===== config.mk =====
export PLATFORM = sky130hd
export DESIGN_NAME = line_word_access
export DESIGN_NICKNAME = d
export VERILOG_FILES = /design/src/rtl/line_word_access.sv
export SDC_FILE = /design/constraint.sdc
export NUM_CORES = 1
export LEC_CHECK = 0
export ABC_AREA = 0
export CAP_MARGIN = 20
export CORE_MARGIN = 10
export CORE_UTILIZATION = 47
export DETAILED_ROUTE_END_ITERATION = 6
export GPL_ROUTABILITY_DRIVEN = 0
export PLACE_DENSITY_LB_ADDON = 0.08
export SYNTH_ARGS = -nofsm -noshare
export SYNTH_HDL_FRONTEND = slang
export SYNTH_SLANG_ARGS = --single-unit

===== constraint.sdc =====
create_clock -name clk -period 3.3 [get_ports clk]
set_input_delay 0.33 -clock clk [delete_from_list [all_inputs] [get_ports clk]]
set_output_delay 0.33 -clock clk [all_outputs]
set_load 0.02 [all_outputs]

===== src/rtl/line_word_access.sv =====
// Word read from a cache line buffer: fetches the base line, and the next line when the
// masked bytes run past the line end, then returns the assembled word over valid/ready.
module line_word_access #(
  parameter int unsigned LINE_W = 128,
  parameter int unsigned WORD_W = 16,
  localparam int unsigned LB    = LINE_W / 8,
  localparam int unsigned WB    = WORD_W / 8,
  localparam int unsigned OFS_W = $clog2(LB)
) (
  input  logic              clk,
  input  logic              rst,
  input  logic              req_valid,
  output logic              req_ready,
  input  logic [OFS_W-1:0]  req_offset,
  input  logic [WB-1:0]     req_mask,
  output logic              line_req,
  output logic              line_sel,
  input  logic              line_resp,
  input  logic [LINE_W-1:0] line_data,
  output logic              rsp_valid,
  input  logic              rsp_ready,
  output logic [WORD_W-1:0] rsp_data,
  output logic              rsp_err
);

  typedef enum logic [1:0] {
    StIdle,
    StFetch0,
    StFetch1,
    StResp
  } state_e;

  state_e              state_q;
  logic [OFS_W-1:0]    offset_q;
  logic [WB-1:0]       mask_q;
  logic                span_q;
  logic [WORD_W-1:0]   data_q;
  logic                err_q;
  logic                req_ready_q;
  logic                line_req_q;
  logic                line_sel_q;
  logic                rsp_valid_q;

  logic [WB-1:0]       req_hi;
  logic [WB-1:0]       lat_hi;
  logic [WORD_W-1:0]   data_d;

  // Lane i lands in the next line when offset+i carries out of the OFS_W-bit byte index.
  function automatic logic lane_hi(input logic [OFS_W-1:0] ofs, input int unsigned i);
    logic [OFS_W:0] pos;
    pos = {1'b0, ofs} + (OFS_W+1)'(i);
    return pos[OFS_W];
  endfunction

  // Byte within whichever line holds lane i; the wrap gives offset+i-LB for next-line lanes.
  function automatic logic [OFS_W-1:0] lane_byte(input logic [OFS_W-1:0] ofs,
                                                 input int unsigned i);
    return ofs + OFS_W'(i);
  endfunction

  always_comb begin
    req_hi = '0;
    lat_hi = '0;
    data_d = data_q;
    for (int unsigned i = 0; i < WB; i++) begin
      req_hi[i] = lane_hi(req_offset, i);
      lat_hi[i] = lane_hi(offset_q, i);
      if (mask_q[i] && (lat_hi[i] == (state_q == StFetch1))) begin
        data_d[8*i +: 8] = line_data[{lane_byte(offset_q, i), 3'b000} +: 8];
      end
    end
  end

  always_ff @(posedge clk or posedge rst) begin
    if (rst) begin
      state_q     <= StIdle;
      offset_q    <= '0;
      mask_q      <= '0;
      span_q      <= 1'b0;
      data_q      <= '0;
      err_q       <= 1'b0;
      req_ready_q <= 1'b1;
      line_req_q  <= 1'b0;
      line_sel_q  <= 1'b0;
      rsp_valid_q <= 1'b0;
    end else begin
      unique case (state_q)
        StIdle: begin
          if (req_valid) begin
            offset_q    <= req_offset;
            mask_q      <= req_mask;
            data_q      <= '0;
            err_q       <= 1'b0;
            span_q      <= |(req_mask & req_hi);
            req_ready_q <= 1'b0;
            if (req_mask == '0) begin
              state_q     <= StResp;
              err_q       <= 1'b1;
              rsp_valid_q <= 1'b1;
            end else if ((req_mask & ~req_hi) == '0) begin
              state_q    <= StFetch1;
              line_req_q <= 1'b1;
              line_sel_q <= 1'b1;
            end else begin
              state_q    <= StFetch0;
              line_req_q <= 1'b1;
              line_sel_q <= 1'b0;
            end
          end
        end
        StFetch0: begin
          if (line_resp) begin
            data_q <= data_d;
            if (span_q) begin
              state_q    <= StFetch1;
              line_sel_q <= 1'b1;
            end else begin
              state_q     <= StResp;
              line_req_q  <= 1'b0;
              line_sel_q  <= 1'b0;
              rsp_valid_q <= 1'b1;
            end
          end
        end
        StFetch1: begin
          if (line_resp) begin
            data_q      <= data_d;
            state_q     <= StResp;
            line_req_q  <= 1'b0;
            line_sel_q  <= 1'b0;
            rsp_valid_q <= 1'b1;
          end
        end
        StResp: begin
          if (rsp_ready) begin
            state_q     <= StIdle;
            rsp_valid_q <= 1'b0;
            req_ready_q <= 1'b1;
          end
        end
        default: state_q <= StIdle;
      endcase
    end
  end

  assign req_ready = req_ready_q;
  assign line_req  = line_req_q;
  assign line_sel  = line_sel_q;
  assign rsp_valid = rsp_valid_q;
  assign rsp_data  = data_q;
  assign rsp_err   = err_q;

endmodule

==> run metrics, run 1 <==
VDD IR-drop max=0.527 mV; CP required=3.46 ns; LEAKAGE=roughly 2.0 nW; P per Cell Area=832 mW/mm^2; core area=between 0.007 and 0.008 sq mm; post-route core utilization=0.727; crit end category=flip-flop; power after layout=4.43 mW; post-CTS setup buffer count=0; grt ovf=0; DP HPWL=10.1 mm; syn avg cell area=13.3 sq um; MaxCap Viol Count=0; flip-flop and latch area=~760 sq um; setup violators final=0; CTS tree=done; Post-Synthesis Cells=269; worst slack, placed=0.823 ns; Net Sw Frac=0.424; post-DR vias/cell=about 6.3; Max Freq=394 MHz; clk_skew=0.00413 ns; DR vias=between 3,000 and 4,000; Multi-input gate area=approximately 0.0026 sq mm; initial DRC count=166; post-synthesis sequential area ratio=0.210; vias in the first global route=3,666; Gate power share=0.761; clk sinks=30; post-layout minimum cycle time=2.54 ns; critical path fanouts, max=38; Worst-Margin Slew=slightly above 0.9 ns; cts hold-fix bufs=0; Die ar.=0.0115 sq mm; pin count of the biggest net entering global routing=39; sequential power share=0.170; register bit count reported by yosys=30; DR WL met2=6.05 mm; RSZ-0062 raised after global routing=no; WS Path Type=flip-flop to flip-flop; WP data arrival=2.70 ns; DRT Pass-1 Iters=4; row count=31; status=complete, no violations; Max Used Layer=met4; post-CTS resize count=0; Die W=between 100 and 150 microns; clk slew on worst S/H paths=0.06 ns; fin crit share=0.769; Fin Hold WS=~0.22 ns; setup ws final=0.762 ns; antenna cells=0; final antenna-violating net count=0; clock buffer depth=2; Ys Warns=0; drt total wl=around 12 mm; Final TNS setup=0 ns; CTS Buf Count=5; CTS root buf=clkbuf_8; htree depth=2; Initial Util=0.488; DRC violations left=0; wire per inst=23.1 microns; Synth Cell Area=around 0.0036 sq mm; Internal=2.55 mW; Final Net Count=567; Rel. slew slack=0.386; Die Height=107 microns; initial antenna violation count=0; synthesized net count=about 410; Port Buf Inserts=159; CP startpoint kind=flip-flop; Hold Vio Cnt, Final=0; sw power=1.88 mW; Slew Limit Fails=0; first-pass GRT wire length=18.5 mm; GRT Total Usage=0.203; io pins=160; worst min path class=input port to asynchronous set/reset pin; Clk pwr share=0.070; Yosys cell types=37; M1 WL=between 4 and 5 mm; wire length on met3=1.12 mm; fillers=487; area growth from synthesis to layout=48.8%; share of post-route cells with drive strength above 1=0.179; clk_lat worst skew=0.28 ns
## layout make-up
type                       instances  area share
multi-input combinational        207       0.496
tap                               99      0.0233
timing repair buffer             171       0.316
clock inverter                     1    0.000940
sequential                        30       0.142
clock buffer                       7      0.0162
inverter                           8     0.00564
## flip-flops by register name, indices dropped and copies added (netlist names)
signal,count
state_q,2
rsp_valid,1
line_sel,1
span_q,1
mask_q,2
req_ready,1
line_req,1
rsp_data,16
offset_q,4
rsp_err,1
## stage by stage
step                      cell area (sq um)  std cells
after global routing                   5330        523
after detailed placement               5240        515
final                                  5330        523
after CTS                              5330        523
after global placement                 5240        515
after floorplan                        3580        269
## logic make-up after synthesis
family                     after synthesis  synth area share
adders and majority gates                5            0.0175
muxes                                   79             0.503
AOI/OAI and AO/OA                       50            0.0937
DFF                                     30             0.210
buffers and inverters                   32            0.0514
and+or+nand+nor                         73             0.124
## power groups by stage
stage,Sequential [mW],Combinational (mW),Clock (mW)
2_1_floorplan,0.716,2.50,0
3_3_place_gp,0.745,3.32,0
3_5_place_dp,0.756,3.36,0
4_1_cts,0.749,3.37,0.310
5_1_grt,0.779,3.61,0.326
6_report,0.751,3.37,0.308
## cell usage after synthesis
cell type,number,area (sq um)
a211oi_1,2,15.0
a211oi_2,2,25.0
a21boi_0,1,7.51
a21o_1,4,30.0
a21oi_1,5,25.0
a22o_1,8,70.1
a31oi_1,6,37.5
and2b_1,2,15.0
and4_1,1,8.76
buf_2,9,45.0
buf_4,1,7.51
buf_6,5,56.3
buf_8,1,15.0
clkbuf_1,8,30.0
dfrtp_1,29,726
dfstp_2,1,26.3
ha_1,5,62.6
inv_1,8,30.0
mux2_2,5,56.3
mux2i_1,2,20.0
mux4_1,27,709
mux4_2,45,1010
nand2_1,19,71.3
nand2b_1,2,12.5
nand3b_1,1,7.51
nand4_1,1,6.26
nor2_1,4,15.0
nor2b_1,1,6.26
nor3b_1,32,240
nor4_1,8,50.1
o211ai_1,1,7.51
o21a_1,2,15.0
o21ai_0,15,75.1
o21ai_1,1,5.00
o21bai_1,1,7.51
o31ai_1,2,15.0
or2_2,2,12.5
## critical path: stages, from the launching register on
cell      delay [ns]
dfrtp_2         0.97
and2b_1         0.30
a211oi_2        0.59
nor3b_1         0.12
nor4_1          0.31
o21ai_0         0.11
## layer usage
layer,GRT usage,vias to the layer above
met3,0.0599,24
met4,0.0745,0
met1,0.238,1602
li1,-,1475
met2,0.345,182
met5,0,-
## final timing paths
kind | end | startpoint | cells past startpoint | slack (ns)
worst max-delay path | rsp_data[11] | offset_q[2] | 5 | 0.76
worst min-delay path | rsp_data[3] | rst | 2 | 0.22
worst max register to register | rsp_data[11] | offset_q[2] | 5 | 0.76
worst min register to register | rsp_data[14] | rsp_data[14] | 2 | 0.49
max in group asynchronous | req_ready | rst | 3 | 2.48
min in group clk | rsp_data[14] | rsp_data[14] | 2 | 0.49
## cell usage in the layout, fill, tap and decap left out, drive strengths merged
cell / netlist / layout
a211oi: 4 / 4
a21boi: 1 / 1
a21o: 4 / 4
a21oi: 5 / 5
a22o: 8 / 8
a31oi: 6 / 6
and2b: 2 / 2
and4: 1 / 1
buf: 16 / 12
clkbuf: 8 / 7
clkdlybuf4s50: 0 / 159
clkinv: 0 / 1
dfrtp: 29 / 29
dfstp: 1 / 1
ha: 5 / 5
inv: 8 / 8
mux2: 5 / 5
mux2i: 2 / 2
mux4: 72 / 72
nand2: 19 / 19
nand2b: 2 / 2
nand3b: 1 / 1
nand4: 1 / 1
nor2: 4 / 4
nor2b: 1 / 1
nor3b: 32 / 32
nor4: 8 / 8
o211ai: 1 / 1
o21a: 2 / 2
o21ai: 16 / 16
o21bai: 1 / 1
o31ai: 2 / 2
or2: 2 / 2
(Power assumes the default switching activity.)
==> run 2: changes to the inputs <==
- CORE_UTILIZATION: 47 -> 43
- clock period: 3.3 -> 2.65 ns (I/O delays scaled with it)
==> run metrics, run 2 (synthesis results as in run 1) <==
setup violators final=0 (unchanged); share of post-route cells with drive strength above 1=0.185 (+0.00620); clk_skew=0.00635 ns (+0.00223 ns); io pins=160 (unchanged); placed inst area=0.00528 sq mm (+0.91%); drt total wl=12.3 mm (+2.2%); DP HPWL=10.1 mm (-0.45%); vias in the first global route=3,620 (-1.3%); Worst-Margin Slew=0.596 ns (-0.325 ns); Fin Hold WS=0.380 ns (+0.163 ns); final antenna-violating net count=0 (unchanged); CP required=2.81 ns (-0.65 ns); commonest cells after routing, fill and taps aside=159 x clkdlybuf4s50_1, 45 x mux4_2, 32 x nor3b_1; DR vias=3,298 (+0.46%); row count=33 (+6.5%); WS Path Type=flip-flop to flip-flop; crit end category=flip-flop; antenna cells=0 (unchanged); post-layout minimum cycle time=2.35 ns (-0.191 ns); Register-to-Register Path Depth=6 (+1); Port Buf Inserts=159 (unchanged); CTS tree=done; Die W=111 microns (+3.7%); Final TNS setup=0 ns (unchanged); max reg flops=16 (unchanged); Hold Vio Cnt, Final=0 (unchanged); CP startpoint kind=flip-flop; power after layout=5.65 mW (+27%); initial antenna violation count=0 (unchanged); post-CTS setup buffer count=0 (unchanged); htree depth=2 (unchanged); grt ovf=0 (unchanged); Max Freq=426 MHz (+8.2%); DRT Pass-1 Iters=5 (+1); first-pass GRT wire length=19.7 mm (+6.2%); CTS Buf Count=5 (unchanged); LEAKAGE=2.03 nW (+0.91%); CP startpoint=offset_q[0]; post-CTS resize count=0 (unchanged); VDD IR-drop max=0.652 mV (+24%); clk sinks=30 (unchanged); critical path fanouts, max=17 (-55%); worst min path class=input port to asynchronous set/reset pin; cts hold-fix bufs=0 (unchanged); commonest non-fill, non-tap cell in the layout=clkdlybuf4s50_1; initial DRC count=157 (-5.4%); Die ar.=0.0124 sq mm (+7.5%); sw power=2.39 mW (+27%); CTS root buf=clkbuf_8; Gate power share=0.786 (+0.025); clock buffer depth=2 (unchanged); crit path capture=rsp_data[9]; Reg2Reg Capture Point=rsp_data[9]; GRT Total Usage=0.193 (-0.00978); area growth from synthesis to layout=50.3%; Clk pwr share=0.071 (about the same); Critical R2R Launch=offset_q[0]; P per Cell Area=1050 mW/mm^2 (+26%); pin count of the biggest net entering global routing=69 (+77%); Internal=3.25 mW (+28%); fin crit share=0.885 (+0.116); Slew Limit Fails=0 (unchanged); RSZ-0062 raised after global routing=no; Rel. slew slack=0.601 (+0.215); clk_lat worst skew=0.28 ns (about the same); final instance area=0.00538 sq mm (+0.96%); r2r setup slk=0.30 ns (-0.46 ns); core area=0.00818 sq mm (+12%); Initial Util=0.438 (-0.0504); DRC violations left=0 (unchanged); WP data arrival=2.51 ns (-0.19 ns); Final Net Count=569 (+0.35%); Die Height=111 microns (+3.7%); status=complete, no violations; MaxCap Viol Count=0 (unchanged); wire per inst=23.2 microns (+0.66%); clk slew on worst S/H paths=0.07 ns (about the same); sequential power share=0.142 (-0.028); post-DR vias/cell=6.21 (-1.1%); Net Sw Frac=0.424 (about the same)
## run 2: cell types whose count changed in the layout (fill, tap and decap cells not counted)
cell / before / now
buf_12: 0 / 2
clkbuf_1: 1 / 0
clkinvlp_4: 0 / 1
## run 2: power by group through the flow
stage | clock network, mW | registers [mW] | logic, mW
floorplan | 0 | 0.891 | 3.12
global placement | 0 | 0.814 | 4.35
detailed placement | 0 | 0.816 | 4.44
CTS | 0.413 | 0.809 | 4.45
global route | 0.421 | 0.838 | 4.78
finish | 0.403 | 0.804 | 4.44
## run 2: per-layer routing
metal / track usage / part of all wire / vias up
met2: 0.312 / 0.49 / 170
met1: 0.251 / 0.40 / 1644
met3: 0.0519 / 0.094 / 12
met4: 0.0463 / 0.014 / 0
li1: - / - / 1472
met5: 0 / 0 / -
## run 2: layout make-up
cell class,instances,area [sq um]
Clock buffer,6,82.6
Clock inverter,2,12.5
Fill cell,637,2800
Inverter,8,30.0
Multi-Input combinational cell,207,2640
Sequential cell,30,757
Tap cell,105,131
Timing Repair Buffer,173,1720
## run 2: critical path, cell delays in order (launching register included)
cell	delay, ns
dfrtp_4	0.49
ha_1	0.46
buf_4	0.32
mux4_2	0.35
nor3b_1	0.16
nor4_1	0.32
o21ai_0	0.12
## run 2: through the flow
| step | worst slack [ns] | utilization | std cells |
|---|---|---|---|
| floorplan | 0.527 | - | 269 |
| global placement | 0.417 | 0.646 | 523 |
| detailed placement | 0.328 | 0.646 | 523 |
| CTS | 0.295 | 0.658 | 531 |
| global route | 0.0847 | 0.658 | 531 |
| finish | 0.304 | 0.658 | 531 |
## run 2: worst min-delay path by stage
stage               depth (start not counted)            to  slack (ns)  startpoint
global placement                            2       rsp_err        0.47     rsp_err
CTS                                         3  rsp_data[13]        0.38         rst
finish                                      3   rsp_data[7]        0.38         rst
floorplan                                   1      line_req        0.36         rst
global route                                3    state_q[1]        0.42         rst
detailed placement                          2     mask_q[1]        0.48   mask_q[1]
